**config.mk**
```make
export PLATFORM = sky130hd
export DESIGN_NAME = adder_result_stage
export DESIGN_NICKNAME = d
export VERILOG_FILES = /design/src/rtl/adder_result_stage.sv
export SDC_FILE = /design/constraint.sdc
export NUM_CORES = 1
export LEC_CHECK = 0
export ABC_AREA = 1
export CORE_ASPECT_RATIO = 0.8
export CORE_UTILIZATION = 35
export CTS_CLUSTER_DIAMETER = 80
export DETAILED_ROUTE_END_ITERATION = 12
export HOLD_SLACK_MARGIN = 0.1
export PLACE_DENSITY = 0.71
export SYNTH_ARGS = -nofsm -noshare
export SYNTH_HDL_FRONTEND = slang
export SYNTH_SLANG_ARGS = --single-unit
```
**constraint.sdc**
```tcl
create_clock -name clk -period 8.26 [get_ports clk]
set_clock_uncertainty 0.05 [all_clocks]
set_input_delay 2.478 -clock clk [delete_from_list [all_inputs] [get_ports clk]]
set_output_delay 2.478 -clock clk [all_outputs]
set_load 0.005 [all_outputs]
```
**src/rtl/adder_result_stage.sv**
```systemverilog
// adder_result_stage: registered result stage behind the ripple and
// carry-select adders. It captures the primary (ripple) result, computes
// the Z/N/C/V status flags and cross-checks the two adders. Results are
// held in a 2-entry FIFO with a valid/ready handshake, and the stage keeps
// saturating counters of transactions and mismatches.
// Optional build macro ADDER_GOLDEN_CHECK_EN adds an internal reference
// adder, so that mismatch also flags both adders being wrong identically.
module adder_result_stage #(
    parameter int WIDTH = 64,
    parameter int CNT_W = 16
) (
    input  logic             clk,
    input  logic             rst_n,
    input  logic             in_valid,
    output logic             in_ready,
    input  logic [WIDTH-1:0] in_a,
    input  logic [WIDTH-1:0] in_b,
    input  logic             in_cin,
    input  logic [WIDTH-1:0] sum_r,
    input  logic             cout_r,
    input  logic [WIDTH-1:0] sum_cs,
    input  logic             cout_cs,
    input  logic             clr_cnt,
    output logic             out_valid,
    input  logic             out_ready,
    output logic [WIDTH-1:0] out_sum,
    output logic             out_cout,
    output logic [3:0]       out_flags,
    output logic             out_mismatch,
    output logic [CNT_W-1:0] txn_cnt,
    output logic [CNT_W-1:0] mismatch_cnt
);

    typedef enum logic [1:0] {
        EMPTY = 2'd0,
        ONE   = 2'd1,
        FULL  = 2'd2
    } occ_t;

    occ_t occ_q, occ_d;

    logic             wr_ptr, rd_ptr;
    logic [WIDTH-1:0] sum_mem   [2];
    logic             cout_mem  [2];
    logic [3:0]       flags_mem [2];
    logic             mm_mem    [2];

    logic       push, pop;
    logic [3:0] flags_new;
    logic       mismatch_new;

    function automatic logic [CNT_W-1:0] sat_inc(input logic [CNT_W-1:0] v);
        return (&v) ? v : v + {{(CNT_W-1){1'b0}}, 1'b1};
    endfunction

    // Ready and valid come straight from the occupancy register, so there
    // is no combinational path from out_ready to in_ready.
    assign in_ready  = (occ_q != FULL);
    assign out_valid = (occ_q != EMPTY);
    assign push      = in_valid && in_ready;
    assign pop       = out_valid && out_ready;

    // Z, N, C and V are taken from the primary (ripple) result.
    assign flags_new = {(sum_r == '0),
                        sum_r[WIDTH-1],
                        cout_r,
                        (in_a[WIDTH-1] == in_b[WIDTH-1]) && (sum_r[WIDTH-1] != in_a[WIDTH-1])};

`ifdef ADDER_GOLDEN_CHECK_EN
    logic [WIDTH:0] gold;
    assign gold = {1'b0, in_a} + {1'b0, in_b} + {{WIDTH{1'b0}}, in_cin};
    assign mismatch_new = (sum_r != sum_cs) || (cout_r != cout_cs) ||
                          ({cout_r, sum_r} != gold);
`else
    // Without the reference adder the carry-in and low operand bits are
    // not needed; only the operand MSBs feed the overflow flag.
    logic unused_operands;
    assign unused_operands = ^{in_cin, in_a[WIDTH-2:0], in_b[WIDTH-2:0]};
    assign mismatch_new = (sum_r != sum_cs) || (cout_r != cout_cs);
`endif

    // Next occupancy from push/pop; a simultaneous push and pop holds it.
    always_comb begin
        occ_d = occ_q;
        unique case (occ_q)
            EMPTY:   if (push) occ_d = ONE;
            ONE:     if (push && !pop) occ_d = FULL;
                     else if (pop && !push) occ_d = EMPTY;
            FULL:    if (pop) occ_d = ONE;
            default: occ_d = EMPTY;
        endcase
    end

    // Occupancy register; reset drops all buffered entries immediately.
    always_ff @(posedge clk) begin
        if (!rst_n) occ_q <= EMPTY;
        else        occ_q <= occ_d;
    end

    // Write and read pointers of the two-slot buffer.
    always_ff @(posedge clk) begin
        if (!rst_n) begin
            wr_ptr <= 1'b0;
            rd_ptr <= 1'b0;
        end else begin
            if (push) wr_ptr <= ~wr_ptr;
            if (pop)  rd_ptr <= ~rd_ptr;
        end
    end

    // Entry storage; data only, validity is tracked by the occupancy.
    always_ff @(posedge clk) begin
        if (push) begin
            sum_mem[wr_ptr]   <= sum_r;
            cout_mem[wr_ptr]  <= cout_r;
            flags_mem[wr_ptr] <= flags_new;
            mm_mem[wr_ptr]    <= mismatch_new;
        end
    end

    // Head outputs read zero whenever the buffer is empty (including reset).
    assign out_sum      = out_valid ? sum_mem[rd_ptr]   : '0;
    assign out_cout     = out_valid ? cout_mem[rd_ptr]  : 1'b0;
    assign out_flags    = out_valid ? flags_mem[rd_ptr] : 4'd0;
    assign out_mismatch = out_valid ? mm_mem[rd_ptr]    : 1'b0;

    // Saturating counters; a clear beats an increment in the same cycle.
    always_ff @(posedge clk) begin
        if (!rst_n || clr_cnt) begin
            txn_cnt      <= '0;
            mismatch_cnt <= '0;
        end else if (push) begin
            txn_cnt <= sat_inc(txn_cnt);
            if (mismatch_new) mismatch_cnt <= sat_inc(mismatch_cnt);
        end
    end

endmodule

```
==> metrics.md <==
| Metric | Value |
|---|---|
| Die width | around 170 microns |
| Share of synthesized registers carrying an async set or reset | 0 |
| Post-CTS setup buffer count | 0 |
| Post-Synth XOR/XNOR Area | 0.05487 |
| DRT met1 WL | between 10 and 15 mm |
| Slew margin rel. | 0.4575 |
| Fillers | 2145 |
| WP buf/inv | 3 |
| Synthesis-to-finish area growth | 39.66% |
| Placeable Area | around 0.023 sq mm |
| Worst skew pair latency | roughly 0.42 ns |
| Endpoint type of the worst setup path | output pin |
| Wire length on met3 | 1.317 mm |
| Post-route clock period utilization | 0.6277 |
| F_max | a little under 0.2 GHz |
| Post-Place Worst Slack | ~3.5 ns |
| Hold slack | ~0.4 ns |
| EDFF count, synth | 136 |
| Post-synthesis cell count | ~910 |
| Largest net degree at the start of global routing | 69 |
| Final Max Tran Viols | 0 |
| Crit path DAT | roughly 2.7 ns |
| Largest family of logic cells by synthesized area | simple AND/OR/NAND/NOR gates |
| Worst Tran Pin Value | a little over 0.8 ns |
| Register Area | roughly 0.0048 sq mm |
| Cell Chain, Critical Path | inv_2, buf_4, nand2_1, a21oi_1, clkdlybuf4s50_1 |
| Clk sink count | 173 |
| Antenna cells | 0 |
| Dominant cells by area after synthesis | edfxtp_1 49%, nand2_1 13%, dfxtp_1 8.9% |
| Layout cells sized above 1 | 0.05426 |
| Initial antenna violation count | 0 |
| Synth top cells by count | 289 x nand2_1, 136 x edfxtp_1, 91 x a21oi_1 |
| Die H | 139.7 microns |
| Via count | 6836 |
| Simple-Gate Fraction of Synth Area | 0.2332 |
| PnR worst setup slack | 3.075 ns |
| I/O pin cnt | approximately 370 |
| Routed Antenna Nets | 0 |
| CTS Buf Count | 17 |
| Worst R2R Setup Slack | a little under 6 ns |
| Sequential area share after synthesis | 0.5812 |
| Vias in the first global route | roughly 6300 |
| First-pass GRT wire length | roughly 34 mm |
| DPL Wire Length | ~15 mm |
| Deepest clock path buffer count | 2 |
| Top_reg_cell synth | edfxtp_1 |
| # hold bufs at CTS | 0 |
| Syn nets | between 1000 and 1500 |
| DRC Markers | 0 |
| Met2 WL | ~10 mm |
| Top-area cell type share of the netlist area | 0.4920 |
| Initial Util | 0.3557 |
| Row cnt | 50 |
| Mapped Area | 0.008300 sq mm |
| Htree depth | 4 |
| Multiplexer share of the synthesized area | 0 |
| Distinct cells, synth | 37 |
| # port buffers | 240 |
| Max-cap violations | 0 |
| Delay-heaviest family, CP | buffers and inverters |
| RD Place Congestion | 0.8384 |
| Maximum vdd ir drop | roughly 0.11 mV |
| GRT Overall Usage | 0.1830 |
| Layout Nets | 1415 |
| Slowest-stage cell, CP | clkdlybuf4s50_1 |
| Synth area leader | edfxtp_1 |
| Leak | 0.004334 uW |
| Pwr per Cell Area | between 200 and 250 mW/mm^2 |
| Die Area | about 0.024 sq mm |
| Post-cts sizing count | 0 |
| Seq cells post-synth | ~170 |
| Multi-input gate area | approximately 0.003 sq mm |
| Final Hold Viols | 0 |
| CP peak stage delay | ~0.56 ns |
| Status | completed |
| Syn avg cell area | between 9 and 10 sq um |
| Final setup fails | 0 |
| Routed wire length per instance | ~15 microns |
| Clk slew on worst S/H paths | ~0.06 ns |
| Post-route insts no fill | ~1500 |
| Worst Hold Class | register to register |
| CP Max Fanout | 36 |
| Count leader, synth | nand2_1 |
| Crit path launch type | register |
| DR vias/cell | ~4.6 |
| GRT overflow | 0 |
| 1st-pass router iterations | 5 |
| Synth warn | 0 |
| Final critical-path required period | 5.185 ns |
| DR iter-0 viols | roughly 430 |
| Critical path class | register to output pin |
| CTS tree | done |
| RSZ-0062 raised after global routing | false |
| Synth Area in Compound Gates | 0.06753 |
| Top Metal Used | met4 |
| Setup tns final | 0 ns |
| CTS root buf | clkbuf_16 |
| Cells after DPL | 1441 |
| Required time of the critical path | approximately 5.7 ns |
| Adder-cell share of the synthesized area | 0.004522 |
| Final wirelength | around 22 mm |
[power by group]
| group | internal, uW | total (uW) | switching (uW) |
|---|---|---|---|
| sequential | 1070 | 1100 | 38.0 |
| combinational | 455 | 962 | 507 |
| clock | 428 | 791 | 362 |
| total | 1950 | 2860 | 907 |
[state kept, by name, indices dropped and copies added (netlist names), named ones only]
signal	count
occ_q	2
txn_cnt	16
mismatch_cnt	16
sum_mem	126
flags_mem	8
wr_ptr	1
mm_mem	2
rd_ptr	1
[cell usage in the layout (no fill, tap or decap), types with 10 or more instances in the layout]
master,instances
a21oi_1,91
nand2_1,289
inv_1,86
dfxtp_1,36
nand3_1,26
xor2_1,15
clkbuf_16,17
nor4_1,16
nor2_1,85
edfxtp_1,136
xnor2_1,37
o21ai_0,13
clkdlybuf4s50_1,240
nor3_1,10
[metrics by stage]
step	instance area, sq um	utilization	power (uW)
final	11590	0.4968	2856
after global routing	11590	0.4968	3025
after CTS	11590	0.4968	2897
after detailed placement	11010	0.4720	2100
after global placement	11010	0.4720	2086
after floorplan	8300	-	1551
[worst register-to-register path: cells and delay by family (launching register included)]
kind / cells / cell delay, ns
buffers and inverters: 2 / 0.77
flip-flops: 1 / 0.44
AND/OR/NAND/NOR: 3 / 0.67
[path summary, 6_finish.rpt]
kind | start | to | depth (start not counted)
worst max-delay path | register | out_sum[46] | 5
worst min register to register | rd_ptr | register | 1
worst max register to register | occ_q[0] | sum_mem[0][46] | 5
worst min-delay path | rd_ptr | register | 1
[cell type report]
class	instances	area share
multi-input cells	620	0.2598
flip-flops and latches	173	0.4163
well taps	312	0.03367
clock buffers	18	0.03702
inverters	90	0.02914
repair buffers	246	0.2111
clock inverters	14	0.01295
[logic make-up after synthesis]
kind of cell,count (synthesis)
adders and majority gates,3
DFF,173
and+or+nand+nor,457
buffers and inverters,120
xor gates and xnor gates,52
AOI/OAI and AO/OA,108
[layer usage]
metal,vias to the layer above,global-route usage
met5,-,0
met4,0,0.04432
met3,18,0.04973
met2,187,0.2975
met1,3158,0.2418
li1,3473,-
Note: power is estimated with default switching activity, not from simulation.
